**src/rtl/seg7_scan_driver.sv**
```systemverilog
// rtl/seg7_scan_driver.sv - 4-digit multiplexed 7-segment driver for the game timer and score
// Frame-synchronous snapshot, leading-zero blanking, anti-ghost window, time-up blink.
module seg7_scan_driver #(
    parameter int SCAN_DIV       = 50000,
    parameter int BLANK_CYC      = 16,
    parameter int BLINK_DIV      = 25,
    parameter bit SEG_ACTIVE_LOW = 1'b1
) (
    input  logic       CLK,
    input  logic       RESET,
    input  logic [3:0] TIME_QL,
    input  logic [2:0] TIME_QH,
    input  logic       TIME_CA,
    input  logic [3:0] SCORE_L,
    input  logic [3:0] SCORE_H,
    input  logic       CLR_UP,
    output logic [7:0] SEG,
    output logic [3:0] AN,
    output logic       TIME_UP
);

    localparam int DW = $clog2(SCAN_DIV);
    localparam int BW = $clog2(BLINK_DIV + 1);
    localparam logic [DW-1:0] DIV_LAST   = DW'(SCAN_DIV - 1);
    localparam logic [DW-1:0] BLANK_V    = DW'(BLANK_CYC);
    localparam logic [BW-1:0] BLINK_LAST = BW'(BLINK_DIV);
    localparam logic [7:0]    SEG_OFF    = SEG_ACTIVE_LOW ? 8'hFF : 8'h00;
    localparam logic [3:0]    AN_OFF     = SEG_ACTIVE_LOW ? 4'hF : 4'h0;

    logic [DW-1:0] div_cnt;
    logic [1:0]    ptr;
    logic [BW-1:0] blink_cnt;
    logic          blink_on;
    logic          time_up;
    logic          first_cyc;
    logic [3:0]    snap_ql;
    logic [2:0]    snap_qh;
    logic [3:0]    snap_sl;
    logic [3:0]    snap_sh;

    logic          slot_end;
    logic          frame_end;
    logic [3:0]    digit;
    logic          dp;
    logic          blank;
    logic [7:0]    seg_hi;
    logic [3:0]    an_hi;

    function automatic logic [6:0] decode(input logic [3:0] v);
        case (v)
            4'd0:    decode = 7'h3F;
            4'd1:    decode = 7'h06;
            4'd2:    decode = 7'h5B;
            4'd3:    decode = 7'h4F;
            4'd4:    decode = 7'h66;
            4'd5:    decode = 7'h6D;
            4'd6:    decode = 7'h7D;
            4'd7:    decode = 7'h07;
            4'd8:    decode = 7'h7F;
            4'd9:    decode = 7'h6F;
            default: decode = 7'h40;
        endcase
    endfunction

    assign slot_end  = (div_cnt == DIV_LAST);
    assign frame_end = slot_end && (ptr == 2'd3);
    assign TIME_UP   = time_up;

    always_comb begin
        digit = snap_ql;
        dp    = 1'b0;
        blank = 1'b0;
        case (ptr)
            2'd0: begin
                digit = snap_ql;
                blank = !blink_on;
            end
            2'd1: begin
                digit = {1'b0, snap_qh};
                blank = (snap_qh == 3'd0) || !blink_on;
            end
            2'd2: begin
                digit = snap_sl;
                dp    = 1'b1;
            end
            default: begin
                digit = snap_sh;
                blank = (snap_sh == 4'd0);
            end
        endcase
        seg_hi = {dp, decode(digit)};
        // Anodes stay dark for the first BLANK_CYC cycles so the segment lines settle first.
        an_hi  = ((div_cnt >= BLANK_V) && !blank) ? (4'b0001 << ptr) : 4'b0000;
    end

    always_ff @(posedge CLK) begin
        if (RESET) begin
            div_cnt   <= '0;
            ptr       <= 2'd0;
            blink_cnt <= '0;
            blink_on  <= 1'b1;
            time_up   <= 1'b0;
            first_cyc <= 1'b1;
            snap_ql   <= 4'd0;
            snap_qh   <= 3'd0;
            snap_sl   <= 4'd0;
            snap_sh   <= 4'd0;
            SEG       <= SEG_OFF;
            AN        <= AN_OFF;
        end else begin
            div_cnt   <= slot_end ? '0 : div_cnt + 1'b1;
            if (slot_end)
                ptr <= ptr + 2'd1;
            first_cyc <= 1'b0;
            if (first_cyc || frame_end) begin
                snap_ql <= TIME_QL;
                snap_qh <= TIME_QH;
                snap_sl <= SCORE_L;
                snap_sh <= SCORE_H;
            end
            time_up <= TIME_CA | (time_up & ~CLR_UP);
            // The count runs 1..BLINK_DIV after each toggle; starting from 0 makes the partial frame free.
            if (!time_up) begin
                blink_cnt <= '0;
                blink_on  <= 1'b1;
            end else if (frame_end) begin
                if (blink_cnt == BLINK_LAST) begin
                    blink_cnt <= BW'(1);
                    blink_on  <= !blink_on;
                end else begin
                    blink_cnt <= blink_cnt + 1'b1;
                end
            end
            SEG <= seg_hi ^ {8{SEG_ACTIVE_LOW}};
            AN  <= an_hi ^ {4{SEG_ACTIVE_LOW}};
        end
    end

endmodule

```
**config.mk**
```make
export PLATFORM = sky130hd
export DESIGN_NAME = seg7_scan_driver
export DESIGN_NICKNAME = d
export VERILOG_FILES = /design/src/rtl/seg7_scan_driver.sv
export SDC_FILE = /design/constraint.sdc
export NUM_CORES = 1
export LEC_CHECK = 0
export ABC_CLOCK_PERIOD_IN_PS = 2050
export BUFFER_PORTS_ARGS = -buffer_cell sky130_fd_sc_hd__buf_2
export CAP_MARGIN = 20
export CORE_ASPECT_RATIO = 1.5
export CORE_UTILIZATION = 34
export CTS_CLUSTER_DIAMETER = 100
export DETAILED_ROUTE_END_ITERATION = 8
export SLEW_MARGIN = 20
export SYNTH_ARGS = -nofsm -noshare
export SYNTH_HDL_FRONTEND = slang
export SYNTH_SLANG_ARGS = --single-unit
```
**constraint.sdc**
```tcl
create_clock -name CLK -period 2.05 [get_ports CLK]
set_input_delay 0.5125 -clock CLK [delete_from_list [all_inputs] [get_ports CLK]]
set_output_delay 0.5125 -clock CLK [all_outputs]
set_load 0.01 [all_outputs]
```
# Word level (Yosys, flattened, before mapping)
# Memories as Yosys holds them, arrays and structs flattened.
# Index checks and enable logic that the tools add are counted.
# op_classes
n_addsub,3
magnitude_cmp,1
eq_ne,5
shifts,1
muxes,6
bitwise,6
n_reduce_logical,12
# ops
op,n
$add A16 B1 Y16 const B,1
$eq A16 B16 Y1 const B,1
$ge A16 B5 Y1 const B,1
$pmux W4 S3,1
$not A8 Y8,1
$add A5 B1 Y5 const B,1
$eq A5 B5 Y1 const B,1
$mux W5,1
$eq A2 B2 Y1 const B,2
$logic_not A4 Y1,1
$mux W4,1
$not A4 Y4,1
$reduce_or A2 Y1,2
$shl A1 B2 Y4 const A,1
$logic_not A3 Y1,1
$pmux W1 S3,1
$add A2 B1 Y2 const B,1
$eq A2 B1 Y1 const B,1
$logic_and A1 B1 Y1,2
$logic_not A1 Y1,2
$logic_not A2 Y1,1
$logic_or A1 B1 Y1,2
$mux W1,2
$not A1 Y1,2
3 further kinds,3
# word_totals
ff_bits,53
romBits,112
inputBits,19
output_inout_bits,13
wordCells,47
mem_count,1
# mem_list
name,depth,word_bits,rd,rd_clocked_by_memory_dff,wr,line,text
(name not given),16,7,1,0,0,50,case (v)

# Depth between registers and ports, before layout
# Gate-level depths: netlist (run 1).
# logic_depth
ltp_word,7
depth_mapped,8
mapped_depth_nobuf,8

# Least setup slack after synthesis (run 1)
# OpenSTA, ideal clock, no wires.
# synth_path
path_type,register to register
startpoint,reg ptr[0]
endpoint,reg SEG[1]
setup_ns,0.119
arrival_ns,1.805
required_time_ns,1.931
slack_ns,0.126
stages_incl_launch_ff,9
n_path_buf,0
synth_period_minus_slack_ns,1.924
cell_sequence,dfxtp_1 > inv_1 > ha_1 > a222oi_1 > mux2_2 > inv_1 > ha_1 > a21oi_1 > o21bai_1
# synth_via
elab_chain_cells,4
word_cells_on_any_way,6
classes_between,2 x eq/ne; 1 x mux; 1 x bitwise; 1 x reduce/logical; 1 x memory
# synth_lines
item,line,text
start: declaration,31,logic [1:0] ptr;
start signal: assignment,113,ptr <= ptr + 2'd1;
"$eq A2 B2 Y1, or another cell as far along",73,case (ptr)
$pmux W4 S3 *,73,
$mem_v2 Z16 W7 *,-,
$not A8 Y8 (no line) *,-,
end signal: assignment,134,SEG <= seg_hi ^ {8{SEG_ACTIVE_LOW}};
end: declaration,17,"output logic [7:0] SEG,"
# Mark *: on every way between the ends. The rest lies on a longest branch, timed or not.
# A chain may end at the register's enable or synchronous reset.

# Worst setup path in the final report (run 1)
# layout_path
startpoint,reg ptr[0]
endpoint,reg SEG[3]
# Same word-level chain as after synthesis.

==> results of run 1 <==
-- sequential cells by signal (all words and copies together) (netlist names) --
signal and cells:
AN 4, SEG 8, TIME_UP 1, blink_cnt 5, blink_on 1, div_cnt 16
first_cyc 1, ptr 2, snap_qh 3, snap_ql 4, snap_sh 4, snap_sl 4
-- worst max path at each step --
| stage | start | to | slack [ns] |
|---|---|---|---|
| after detailed placement | ptr[0]$_SDFFE_PP0P_ | SEG[1]$_SDFF_PP1_ | 0.08 |
| final | ptr[0]$_SDFFE_PP0P_ | SEG[3]$_SDFF_PP1_ | 0.13 |
| after floorplan | ptr[0]$_SDFFE_PP0P_ | SEG[1]$_SDFF_PP1_ | 0.13 |
| after global routing | ptr[1]$_SDFFE_PP0P_ | SEG[1]$_SDFF_PP1_ | 0.02 |
| after global placement | ptr[0]$_SDFFE_PP0P_ | SEG[1]$_SDFF_PP1_ | 0.15 |
| after CTS | ptr[1]$_SDFFE_PP0P_ | SEG[1]$_SDFF_PP1_ | 0.07 |
-- power by group through the flow --
stage	clock, mW	combinational, mW	sequential [mW]
global placement	0	0.178	1.12
floorplan	0	0.111	1.12
CTS	0.598	0.180	1.09
finish	0.570	0.182	1.09
global route	0.641	0.203	1.10
detailed placement	0	0.179	1.12
-- metrics by stage --
step                      hold WS [ns]  instance area (um2)  power (mW)   util  worst slack [ns]
after CTS                        0.409                 3000        1.87  0.412            0.0719
final                            0.417                 3020        1.84  0.415             0.126
after global routing             0.401                 3020        1.94  0.415            0.0157
after floorplan                  0.442                 2580        1.23      -             0.126
after global placement           0.463                 2910        1.30  0.400             0.154
after detailed placement         0.470                 2910        1.30  0.400            0.0839
-- kinds of logic (layout without fill, tap and decap cells) --
family | after synthesis | count (layout) | synth area share
AO/OA/AOI/OAI | 39 | 39 | 0.115
XOR/XNOR | 12 | 12 | 0.0408
adder cells (fa/ha/maj) | 10 | 10 | 0.0485
buffers and inverters | 28 | 67 | 0.0432
flip-flops | 53 | 53 | 0.411
multiplexers | 21 | 21 | 0.0830
AND/OR/NAND/NOR | 116 | 116 | 0.259
-- placed cells by master (no fill, tap or decap), types with 5 or more instances in the layout --
cell type  Yosys  final
clkbuf_8       0      5
nand4_1       10     10
ha_1          10      8
nand2b_1      34     34
a21oi_1       10     10
buf_4          1      9
buf_2          2     31
nor3_1         5      5
dfxtp_1       53     52
nor2_1        22     22
inv_1         17     17
xnor2_1        8      8
nand3_1        8      8
mux2i_1       18     18
nand2_1       12     12
-- layer usage --
layer	share of wire	GRT usage
met5	0	0
met2	0.54	0.269
met1	0.42	0.156
met3	0.026	0.0277
met4	0.017	0.0504
-- worst register-to-register path, cell delays in order (launching register included) --
cell and delay [ns]:
dfxtp_1 0.32, buf_4 0.14, ha_2 0.21, a222oi_1 0.35, mux2_4 0.23, inv_1 0.07
ha_1 0.30, a21oi_1 0.06, nand3b_1 0.15
-- repair_timing --
| item | 4_1_cts | 5_1_grt |
|---|---|---|
| resized for setup | 0 | 5 |
| setup endpoints to repair | 0 | 4 |
| setup buffers | 0 | 1 |
-- layout make-up --
| class | count | area (um2) | area share |
|---|---|---|---|
| Timing Repair Buffer | 42 | 263 | 0.0871 |
| Sequential cell | 53 | 1060 | 0.352 |
| Clock buffer | 7 | 76.3 | 0.0253 |
| Multi-Input combinational cell | 198 | 1420 | 0.470 |
| Clock inverter | 1 | 7.51 | 0.00249 |
| Tap cell | 100 | 125 | 0.0415 |
| Inverter | 17 | 63.8 | 0.0212 |
==> implementation parameters, run 1 <==
Parameter                              Value

Yosys
  Commonest cells post-synth ... dfxtp_1 (53), nand2b_1 (34), nor2_1 (22)
  Yosys cell types ... 50
  Library cell occupying the most area in the post-synthesis netlist ... dfxtp_1
  Synth area leaders ... dfxtp_1 (41%), nand2b_1 (8.2%), mux2i_1 (7.0%)
  Cell area after synthesis ... 2580 um2
  Dominant cell by count in the synthesized netlist ... dfxtp_1
  Synth top area share ... 0.411
  Average size of a mapped cell ... 9.24 um2
  Ys async rst share ... 0
  Yosys warns ... 0
  Portion of the post-synthesis area used by sequential elements ... 0.411
  Most used DFF post-synth ... dfxtp_1
  Flop and latch count out of synthesis ... 53
  EDFF count, synth ... 0
  Post-synth net total ... 308
  Cells after synthesis ... 279

STA
  Peak Freq ... 520 MHz
  Total Negative Setup Slacks ... 0 ns
  Max-slew violation total from the final report ... 0
  Fin crit share ... 0.939
  RSZ-0062 raised after global routing ... false
  Final period demand of the worst path ... 1.92 ns
  Worst Max-Slew Pin Slew ... 0.490 ns
  Count of final setup violators ... 0
  Rel. slew slack ... 0.673
  Clock Skews ... 0.0119 ns
  Endpoints failing hold ... 0

Critical path
  Worst reg-to-reg setup slack ... 0.13 ns
  Reg-to-Reg End ... SEG[3]$_SDFF_PP1_
  CP Launch Type ... flop
  Launch point of the worst reg-to-reg path ... ptr[0]$_SDFFE_PP0P_
  Endpoint kind of the worst setup timing path ... flop
  Critical path depth ... 8
  Sum of buffers and inverters on the critical path ... 2
  Critical Path Fanout Max ... 5
  Arrival time reported for the critical path endpoint ... 2.12 ns
  Worst stage delay on the critical path ... 0.35 ns
  Cell type group with the largest total delay on the critical path ... adder cells
  Path depth of the worst reg2reg path ... 8
  Worst EP required ... 2.25 ns
  Type of the worst setup path ... flop to flop
  Cell with the biggest individual delay on the critical path ... a222oi_1
  Series of cell instances along the critical path ... buf_4 > ha_2 > a222oi_1 > mux2_4 > inv_1 > ha_1 > a21oi_1 > nand3b_1

Cells and area
  Number of filler instances in the final layout ... 732
  Fraction of layout instances using a drive strength above 1 ... 0.195
  Nets@finish ... 346
  Filler-free cell count of the finished design ... 418
  Layout-stage area growth over the synthesis result ... 17.0%
  Number of antenna diodes ... 0

Detailed routing
  DRC violation count after routing ... 0
  Via count ... 2056
  Total length of routed wires ... 5140 um
  Routed len/inst ... 12.3 um
  Length of the first detailed-routing pass in iterations ... 4
  Count of routing violations after the opening detailed-route iteration ... 89
  Antenna Violating Nets Remaining ... 0
  Mean number of vias per cell ... 4.92

GRT
  Maximum number of pins on one net before global-route repair ... 33
  Total track usage ... 0.143
  Initial antenna violation count ... 0
  Grt ovf ... 0
  Number of global-route vias before repair ... 2001
  First-pass GRT wire length ... 8990 um

Floorplan
  CORE AREA ... 7270 um2
  Placement row count ... 38
  Top Ports ... 32
  Initial Util ... 0.354
  Vertical die dimension ... 109 um
  Die Span X ... 73.1 um
  Die area ... 7940 um2

Placement
  Port buffer count ... 31
  Post-DP HPWL ... 3840 um
  Final weighted congestion in routability-driven placement ... 0.822
  Total instance count after detailed placement ... 409

Power
  Combinational cell fraction of total power ... 0.098
  Static power due to leakage ... 1.19 nW
  Switching pwr ... 0.442 mW
  Peak supply drop ... 319 uV
  Portion of total power attributed to the clock network ... 0.309
  Total power density per cell area ... 612 nW/um2
  Switching fraction of total power ... 0.239
  Cell internal pwr ... 1.40 mW
  Sequential share of power ... 0.593

Clocking
  Root Buffer ... clkbuf_8
  Clock Tree Buf Depth ... 2
  CTS sink cnt ... 53
  Clock buffer count from CTS ... 5
  Clock Pin Slew Worst Setup and Hold Paths ... 0.10 ns
  Level count of the clock H-tree ... 2
  Hold-fix buffers at CTS ... 0
  Clock tree from TritonCTS ... yes
  Worst-Skew Late Latency ... 0.30 ns

Hold path
  Min-Delay Path Depth ... 3
  Worst-case hold path end point ... TIME_UP$_SDFF_PP0_
  Worst min-delay path startpoint ... TIME_CA
  Hold crit path type ... input port to flop

Run status
  Result of the run ... finished, final reports clean

Flow run
  Max-Cap Viols ... 0
(Power assumes the default switching activity.)
==> inputs of run 2 (changes only) <==
--- a/config.mk
+++ b/config.mk
@@ -5,13 +5,14 @@
 export SDC_FILE = /design/constraint.sdc
 export NUM_CORES = 1
 export LEC_CHECK = 0
-export ABC_CLOCK_PERIOD_IN_PS = 2050
+export ABC_CLOCK_PERIOD_IN_PS = 2160
 export BUFFER_PORTS_ARGS = -buffer_cell sky130_fd_sc_hd__buf_2
 export CAP_MARGIN = 20
 export CORE_ASPECT_RATIO = 1.5
 export CORE_UTILIZATION = 34
 export CTS_CLUSTER_DIAMETER = 100
 export DETAILED_ROUTE_END_ITERATION = 8
+export RECOVER_POWER = 50
 export SLEW_MARGIN = 20
 export SYNTH_ARGS = -nofsm -noshare
 export SYNTH_HDL_FRONTEND = slang
==> constraint.sdc (replaced) <==
create_clock -name CLK -period 2.16 [get_ports CLK]
set_input_delay 0.54 -clock CLK [delete_from_list [all_inputs] [get_ports CLK]]
set_output_delay 0.54 -clock CLK [all_outputs]
set_load 0.01 [all_outputs]
==> implementation parameters, run 2 (synthesis gave the netlist of run 1 again) <==
Parameter                              Value

Detailed routing
  Mean number of vias per cell ... 4.90 (was 4.92)
  Via count ... 2024 (was 2056)
  Routed len/inst ... 12.8 um (was 12.3 um)
  Antenna Violating Nets Remaining ... 0 (unchanged)
  Total length of routed wires ... 5270 um (was 5140 um)
  DRC violation count after routing ... 0 (unchanged)
  Length of the first detailed-routing pass in iterations ... 4 (unchanged)
  Count of routing violations after the opening detailed-route iteration ... 63 (was 89)

Placement
  Total instance count after detailed placement ... 405 (was 409)
  Place WS ... 0.0456 ns (was 0.0839 ns)
  Final weighted congestion in routability-driven placement ... 0.851 (was 0.822)
  Instance area after placement ... 2860 um2 (was 2910 um2)
  Post-DP HPWL ... 3870 um (was 3840 um)
  Port buffer count ... 31 (unchanged)

GRT
  Global routing met1 resource utilization ... 0.156 (about the same)
  Maximum number of pins on one net before global-route repair ... 31 (was 33)
  Initial antenna violation count ... 0 (unchanged)
  Grt ovf ... 0 (unchanged)
  Number of global-route vias before repair ... 1905 (was 2001)
  Total track usage ... 0.142 (was 0.143)
  Most congested layer reported by global routing ... met2 (unchanged)
  Met2 demand-to-capacity share in global routing ... 0.251 (was 0.269)
  First-pass GRT wire length ... 8680 um (was 8990 um)
  Met3 GRT Util ... 0.0287 (was 0.0277)

Cells and area
  Post-Route Utilization ... 0.402 (was 0.415)
  Fraction of layout instances using a drive strength above 1 ... 0.131 (was 0.195)
  Flip-flop count of the largest register after layout ... 16 (unchanged)
  Number of antenna diodes ... 0 (unchanged)
  Filler-free cell count of the finished design ... 413 (was 418)
  Top flop regs ... div_cnt x16, SEG x8, blink_cnt x5 (unchanged)
  Largest register by flop count ... div_cnt (unchanged)
  Final std cell area, no fill ... 2920 um2 (was 3020 um2)
  Commonest cells after routing, fill and taps aside ... dfxtp_1 (51), nand2b_1 (34), nor2_1 (22) (was dfxtp_1 (52), nand2b_1 (34), buf_2 (31))
  Register cell area after layout ... 1060 um2 (about the same)
  Area taken by multi-input logic gates ... 1400 um2 (was 1420 um2)
  Most common library cell in the layout ignoring fill and taps ... dfxtp_1 (unchanged)
  Layout-stage area growth over the synthesis result ... 13.3% (was 17.0%)
  Nets@finish ... 341 (was 346)
  Number of filler instances in the final layout ... 749 (was 732)

Hold path
  Min-Delay Path Depth ... 3 (unchanged)
  Worst-case hold path end point ... TIME_UP$_SDFF_PP0_ (unchanged)
  Worst min-delay path startpoint ... TIME_CA (unchanged)
  Hold crit path type ... input port to flop (unchanged)

Power
  Switching pwr ... 0.420 mW (was 0.442 mW)
  Total power draw ... 1.80 mW (was 1.84 mW)
  Static power due to leakage ... 1.13 nW (was 1.19 nW)
  Total power density per cell area ... 615 nW/um2 (was 612 nW/um2)
  Peak supply drop ... 273 uV (was 319 uV)
  Switching fraction of total power ... 0.234 (was 0.239)
  Cell internal pwr ... 1.38 mW (was 1.40 mW)
  Sequential share of power ... 0.577 (was 0.593)
  Portion of total power attributed to the clock network ... 0.335 (was 0.309)
  Combinational cell fraction of total power ... 0.088 (was 0.098)

Floorplan
  Placement row count ... 38 (unchanged)
  Die area ... 7940 um2 (unchanged)
  Vertical die dimension ... 109 um (unchanged)
  Initial Util ... 0.354 (unchanged)
  Die Span X ... 73.1 um (unchanged)
  CORE AREA ... 7270 um2 (unchanged)
  Top Ports ... 32 (unchanged)

STA
  Count of final setup violators ... 0 (unchanged)
  Peak Freq ... 488 MHz (was 520 MHz)
  Worst Max-Slew Pin Slew ... 0.859 ns (was 0.490 ns)
  Fin crit share ... 0.949 (was 0.939)
  Rel. slew slack ... 0.426 (was 0.673)
  Post-layout worst setup margin ... 0.111 ns (was 0.126 ns)
  Endpoints failing hold ... 0 (unchanged)
  Clock Skews ... 0.0109 ns (was 0.0119 ns)
  Total Negative Setup Slacks ... 0 ns (unchanged)
  Minimum hold slack ... 0.435 ns (was 0.417 ns)
  RSZ-0062 raised after global routing ... false (unchanged)
  Max-slew violation total from the final report ... 0 (unchanged)
  Final period demand of the worst path ... 2.05 ns (was 1.92 ns)

Clocking
  CTS sink cnt ... 53 (unchanged)
  Clock tree from TritonCTS ... yes (unchanged)
  Level count of the clock H-tree ... 2 (unchanged)
  Clock buffer count from CTS ... 5 (unchanged)
  Hold-fix buffers at CTS ... 0 (unchanged)
  Root Buffer ... clkbuf_8 (unchanged)
  Clock Tree Buf Depth ... 2 (unchanged)
  Worst-Skew Late Latency ... 0.31 ns (was 0.30 ns)
  Clock Pin Slew Worst Setup and Hold Paths ... 0.09 ns (was 0.10 ns)

Critical path
  Arrival time reported for the critical path endpoint ... 2.21 ns (was 2.12 ns)
  Reg-to-Reg End ... AN[2]$_SDFF_PP1_ (was SEG[3]$_SDFF_PP1_)
  Endpoint kind of the worst setup timing path ... flop (unchanged)
  CP Launch Type ... flop (unchanged)
  Worst reg-to-reg setup slack ... 0.11 ns (was 0.13 ns)
  Worst EP required ... 2.32 ns (was 2.25 ns)
  Type of the worst setup path ... flop to flop (unchanged)
  Critical Path Fanout Max ... 5 (unchanged)
  Path depth of the worst reg2reg path ... 6 (was 8)
  Launch point of the worst reg-to-reg path ... ptr[0]$_SDFFE_PP0P_ (unchanged)

Flow run
  Max-Cap Viols ... 0 (unchanged)

Run status
  Result of the run ... finished, final reports clean (unchanged)
run 2: per-layer routing:
layer	wire [um]	part of all wire	vias to the layer above
met5	0	0	-
met1	2220	0.42	924
met4	158	0.030	0
met2	2690	0.51	45
met3	200	0.038	13
li1	-	-	1042
run 2: how the worst max path moves through the flow:
| stage | start | slack [ns] | depth (start not counted) | endpoint |
|---|---|---|---|---|
| final | ptr[0]$_SDFFE_PP0P_ | 0.11 | 6 | AN[2]$_SDFF_PP1_ |
| after global routing | div_cnt[5]$_SDFF_PP0_ | 0.01 | 6 | div_cnt[4]$_SDFF_PP0_ |
| after CTS | ptr[0]$_SDFFE_PP0P_ | 0.04 | 8 | SEG[1]$_SDFF_PP1_ |
| after detailed placement | ptr[0]$_SDFFE_PP0P_ | 0.05 | 8 | SEG[1]$_SDFF_PP1_ |
| after global placement | ptr[0]$_SDFFE_PP0P_ | 0.12 | 8 | SEG[1]$_SDFF_PP1_ |
| after floorplan | ptr[0]$_SDFFE_PP0P_ | 0.24 | 8 | SEG[1]$_SDFF_PP1_ |
run 2: layout make-up:
type	instances	share of cell area
clock buffers	7	0.0330
clock inverters	1	0.00171
inverters	17	0.0218
multi-input cells	198	0.477
flip-flops and latches	53	0.364
well taps	100	0.0428
repair buffers	37	0.0595
run 2: critical path, cell delays in order, from the launching register on:
cell and delay, ns:
dfxtp_2 0.35, ha_1 0.25, clkbuf_2 0.17, nand2b_1 0.13, nor4_1 0.08, a2111oi_1 0.79
nand2_1 0.14
run 2: what timing repair did:
action	CTS	global route
setup buffers	0	0
setup endpoints to repair	0	4
resized for setup	0	4
run 2: power by group through the flow:
stage | registers [mW] | clock network [mW] | logic [mW]
6_report | 1.04 | 0.602 | 0.158
5_1_grt | 1.04 | 0.665 | 0.174
4_1_cts | 1.04 | 0.624 | 0.164
3_5_place_dp | 1.06 | 0 | 0.163
3_3_place_gp | 1.06 | 0 | 0.162
2_1_floorplan | 1.06 | 0 | 0.105
==> inputs of run 3 (changes only) <==
--- a/config.mk
+++ b/config.mk
@@ -5,7 +5,7 @@
 export SDC_FILE = /design/constraint.sdc
 export NUM_CORES = 1
 export LEC_CHECK = 0
-export ABC_CLOCK_PERIOD_IN_PS = 2160
+export ABC_CLOCK_PERIOD_IN_PS = 2400
 export BUFFER_PORTS_ARGS = -buffer_cell sky130_fd_sc_hd__buf_2
 export CAP_MARGIN = 20
 export CORE_ASPECT_RATIO = 1.5
==> constraint.sdc (replaced) <==
create_clock -name CLK -period 2.4 [get_ports CLK]
set_input_delay 0.6 -clock CLK [delete_from_list [all_inputs] [get_ports CLK]]
set_output_delay 0.6 -clock CLK [all_outputs]
set_load 0.01 [all_outputs]
==> implementation parameters, run 3 (synthesis gave the netlist of run 1 again) <==
Parameter                              Value

Run status
  Result of the run ... finished, final reports clean (unchanged)

Cells and area
  Commonest cells after routing, fill and taps aside ... dfxtp_1 (53), nand2b_1 (34), nor2_1 (22) (was dfxtp_1 (51), nand2b_1 (34), nor2_1 (22))
  Number of antenna diodes ... 0 (unchanged)
  Layout-stage area growth over the synthesis result ... 11.5% (was 13.3%)
  Number of filler instances in the final layout ... 757 (was 749)
  Fraction of layout instances using a drive strength above 1 ... 0.110 (was 0.131)
  Flip-flop count of the largest register after layout ... 16 (unchanged)
  Area taken by multi-input logic gates ... 1370 um2 (was 1400 um2)
  Top flop regs ... div_cnt x16, SEG x8, blink_cnt x5 (unchanged)
  Largest register by flop count ... div_cnt (unchanged)
  Most common library cell in the layout ignoring fill and taps ... dfxtp_1 (unchanged)
  Nets@finish ... 337 (was 341)
  Register cell area after layout ... 1060 um2 (about the same)

Clocking
  Root Buffer ... clkbuf_8 (unchanged)
  Clock Pin Slew Worst Setup and Hold Paths ... 0.09 ns (about the same)
  Clock buffer count from CTS ... 5 (unchanged)
  CTS sink cnt ... 53 (unchanged)
  Worst-Skew Late Latency ... 0.31 ns (about the same)
  Clock Tree Buf Depth ... 2 (unchanged)
  Post-CTS resize count ... 0 (unchanged)
  Hold-fix buffers at CTS ... 0 (unchanged)
  Clock tree from TritonCTS ... yes (unchanged)
  Setup Buffers After CTS ... 0 (unchanged)
  Level count of the clock H-tree ... 2 (unchanged)

GRT
  First-pass GRT wire length ... 8780 um (was 8680 um)
  Number of global-route vias before repair ... 1947 (was 1905)
  Grt ovf ... 0 (unchanged)
  Initial antenna violation count ... 0 (unchanged)
  Total track usage ... 0.142 (about the same)
  Maximum number of pins on one net before global-route repair ... 48 (was 31)

Critical path
  CP Launch Type ... flop (unchanged)
  Launch point of the worst reg-to-reg path ... ptr[0]$_SDFFE_PP0P_ (unchanged)
  Type of the worst setup path ... flop to flop (unchanged)
  Worst EP required ... 2.60 ns (was 2.32 ns)
  Path depth of the worst reg2reg path ... 8 (was 6)
  Arrival time reported for the critical path endpoint ... 2.36 ns (was 2.21 ns)
  Endpoint kind of the worst setup timing path ... flop (unchanged)
  Reg-to-Reg End ... SEG[1]$_SDFF_PP1_ (was AN[2]$_SDFF_PP1_)
  Critical Path Fanout Max ... 6 (was 5)
  Worst reg-to-reg setup slack ... 0.24 ns (was 0.11 ns)

Floorplan
  Die Span X ... 73.1 um (unchanged)
  CORE AREA ... 7270 um2 (unchanged)
  Top Ports ... 32 (unchanged)
  Die area ... 7940 um2 (unchanged)
  Vertical die dimension ... 109 um (unchanged)
  Initial Util ... 0.354 (unchanged)
  Placement row count ... 38 (unchanged)

Power
  Peak supply drop ... 220 uV (was 273 uV)
  Total power density per cell area ... 563 nW/um2 (was 615 nW/um2)
  Total power draw ... 1.62 mW (was 1.80 mW)
  Static power due to leakage ... 1.10 nW (was 1.13 nW)

STA
  Count of final setup violators ... 0 (unchanged)
  Total Negative Setup Slacks ... 0 ns (unchanged)
  Max-slew violation total from the final report ... 0 (unchanged)
  Rel. slew slack ... 0.351 (was 0.426)
  Fin crit share ... 0.901 (was 0.949)
  Endpoints failing hold ... 0 (unchanged)
  Clock Skews ... 0.00460 ns (was 0.0109 ns)
  Final period demand of the worst path ... 2.16 ns (was 2.05 ns)
  Worst Max-Slew Pin Slew ... 0.950 ns (was 0.859 ns)
  RSZ-0062 raised after global routing ... false (unchanged)
  Peak Freq ... 463 MHz (was 488 MHz)

Detailed routing
  DRC violation count after routing ... 0 (unchanged)
  Via count ... 1991 (was 2024)
  Mean number of vias per cell ... 4.87 (was 4.90)
  Routed len/inst ... 12.7 um (was 12.8 um)
  Total length of routed wires ... 5200 um (was 5270 um)
  Antenna Violating Nets Remaining ... 0 (unchanged)
  Length of the first detailed-routing pass in iterations ... 4 (unchanged)
  Count of routing violations after the opening detailed-route iteration ... 107 (was 63)

Placement
  Post-DP HPWL ... 3760 um (was 3870 um)
  Final weighted congestion in routability-driven placement ... 0.849 (was 0.851)
  Port buffer count ... 31 (unchanged)

Hold path
  Hold crit path type ... flop to flop (was input port to flop)
  Worst-case hold path end point ... snap_ql[0]$_SDFFE_PP0P_ (was TIME_UP$_SDFF_PP0_)
  Min-Delay Path Depth ... 2 (was 3)
  Worst min-delay path startpoint ... snap_ql[0]$_SDFFE_PP0P_ (was TIME_CA)

Flow run
  Max-Cap Viols ... 0 (unchanged)
run 3: cell types whose count changed in the layout (fill, tap and decap cells not counted), moves of 2 or more:
| cell | before | now |
|---|---|---|
| dfxtp_1 | 51 | 53 |
| clkbuf_2 | 2 | 0 |
| dfxtp_2 | 2 | 0 |
| clkbuf_1 | 15 | 13 |
run 3: per-stage QoR:
step	cells	worst slack [ns]	instance area [um2]	utilization	hold WS, ns
floorplan	279	0.476	2580	-	0.442
global placement	401	0.349	2830	0.389	0.464
detailed placement	401	0.268	2830	0.389	0.472
CTS	409	0.243	2930	0.402	0.490
global route	409	0.0786	2880	0.395	0.494
finish	409	0.238	2880	0.395	0.485
run 3: area by class of cell:
type | instances | share of cell area
clock buffer | 7 | 0.0335
clock inverter | 1 | 0.00174
inverter | 17 | 0.0222
multi-input combinational | 198 | 0.477
sequential | 53 | 0.369
tap | 100 | 0.0435
timing repair buffer | 33 | 0.0535
run 3: worst max-delay path: stages (launching register included):
cell and delay (ns):
dfxtp_1 0.41, inv_1 0.11, ha_1 0.28, a222oi_1 0.36
mux2_2 0.26, inv_1 0.10, ha_1 0.33, a21oi_1 0.13
o21bai_1 0.08
run 3: worst max-delay path by stage:
stage / from / to / slack [ns] / cells after the start
after CTS: ptr[0]$_SDFFE_PP0P_ / SEG[1]$_SDFF_PP1_ / 0.24 / 8
after global routing: ptr[0]$_SDFFE_PP0P_ / AN[2]$_SDFF_PP1_ / 0.08 / 6
after detailed placement: ptr[0]$_SDFFE_PP0P_ / SEG[1]$_SDFF_PP1_ / 0.27 / 8
after global placement: ptr[0]$_SDFFE_PP0P_ / SEG[1]$_SDFF_PP1_ / 0.35 / 8
final: ptr[0]$_SDFFE_PP0P_ / SEG[1]$_SDFF_PP1_ / 0.24 / 8
after floorplan: ptr[0]$_SDFFE_PP0P_ / SEG[1]$_SDFF_PP1_ / 0.48 / 8
run 3: report_power, final:
part / total [mW] / leakage, nW / switching (mW) / internal [mW]
sequential: 0.934 / 0.434 / 0.0208 / 0.913
clock: 0.546 / 0.0542 / 0.285 / 0.261
combinational: 0.138 / 0.611 / 0.0738 / 0.0645
total: 1.62 / 1.10 / 0.380 / 1.24
run 3: layer usage:
metal | vias to the layer above | track usage | wire [um]
li1 | 1035 | - | -
met1 | 918 | 0.149 | 2210
met2 | 32 | 0.274 | 2740
met3 | 6 | 0.0259 | 166
met4 | 0 | 0.0518 | 81
met5 | - | 0 | 0
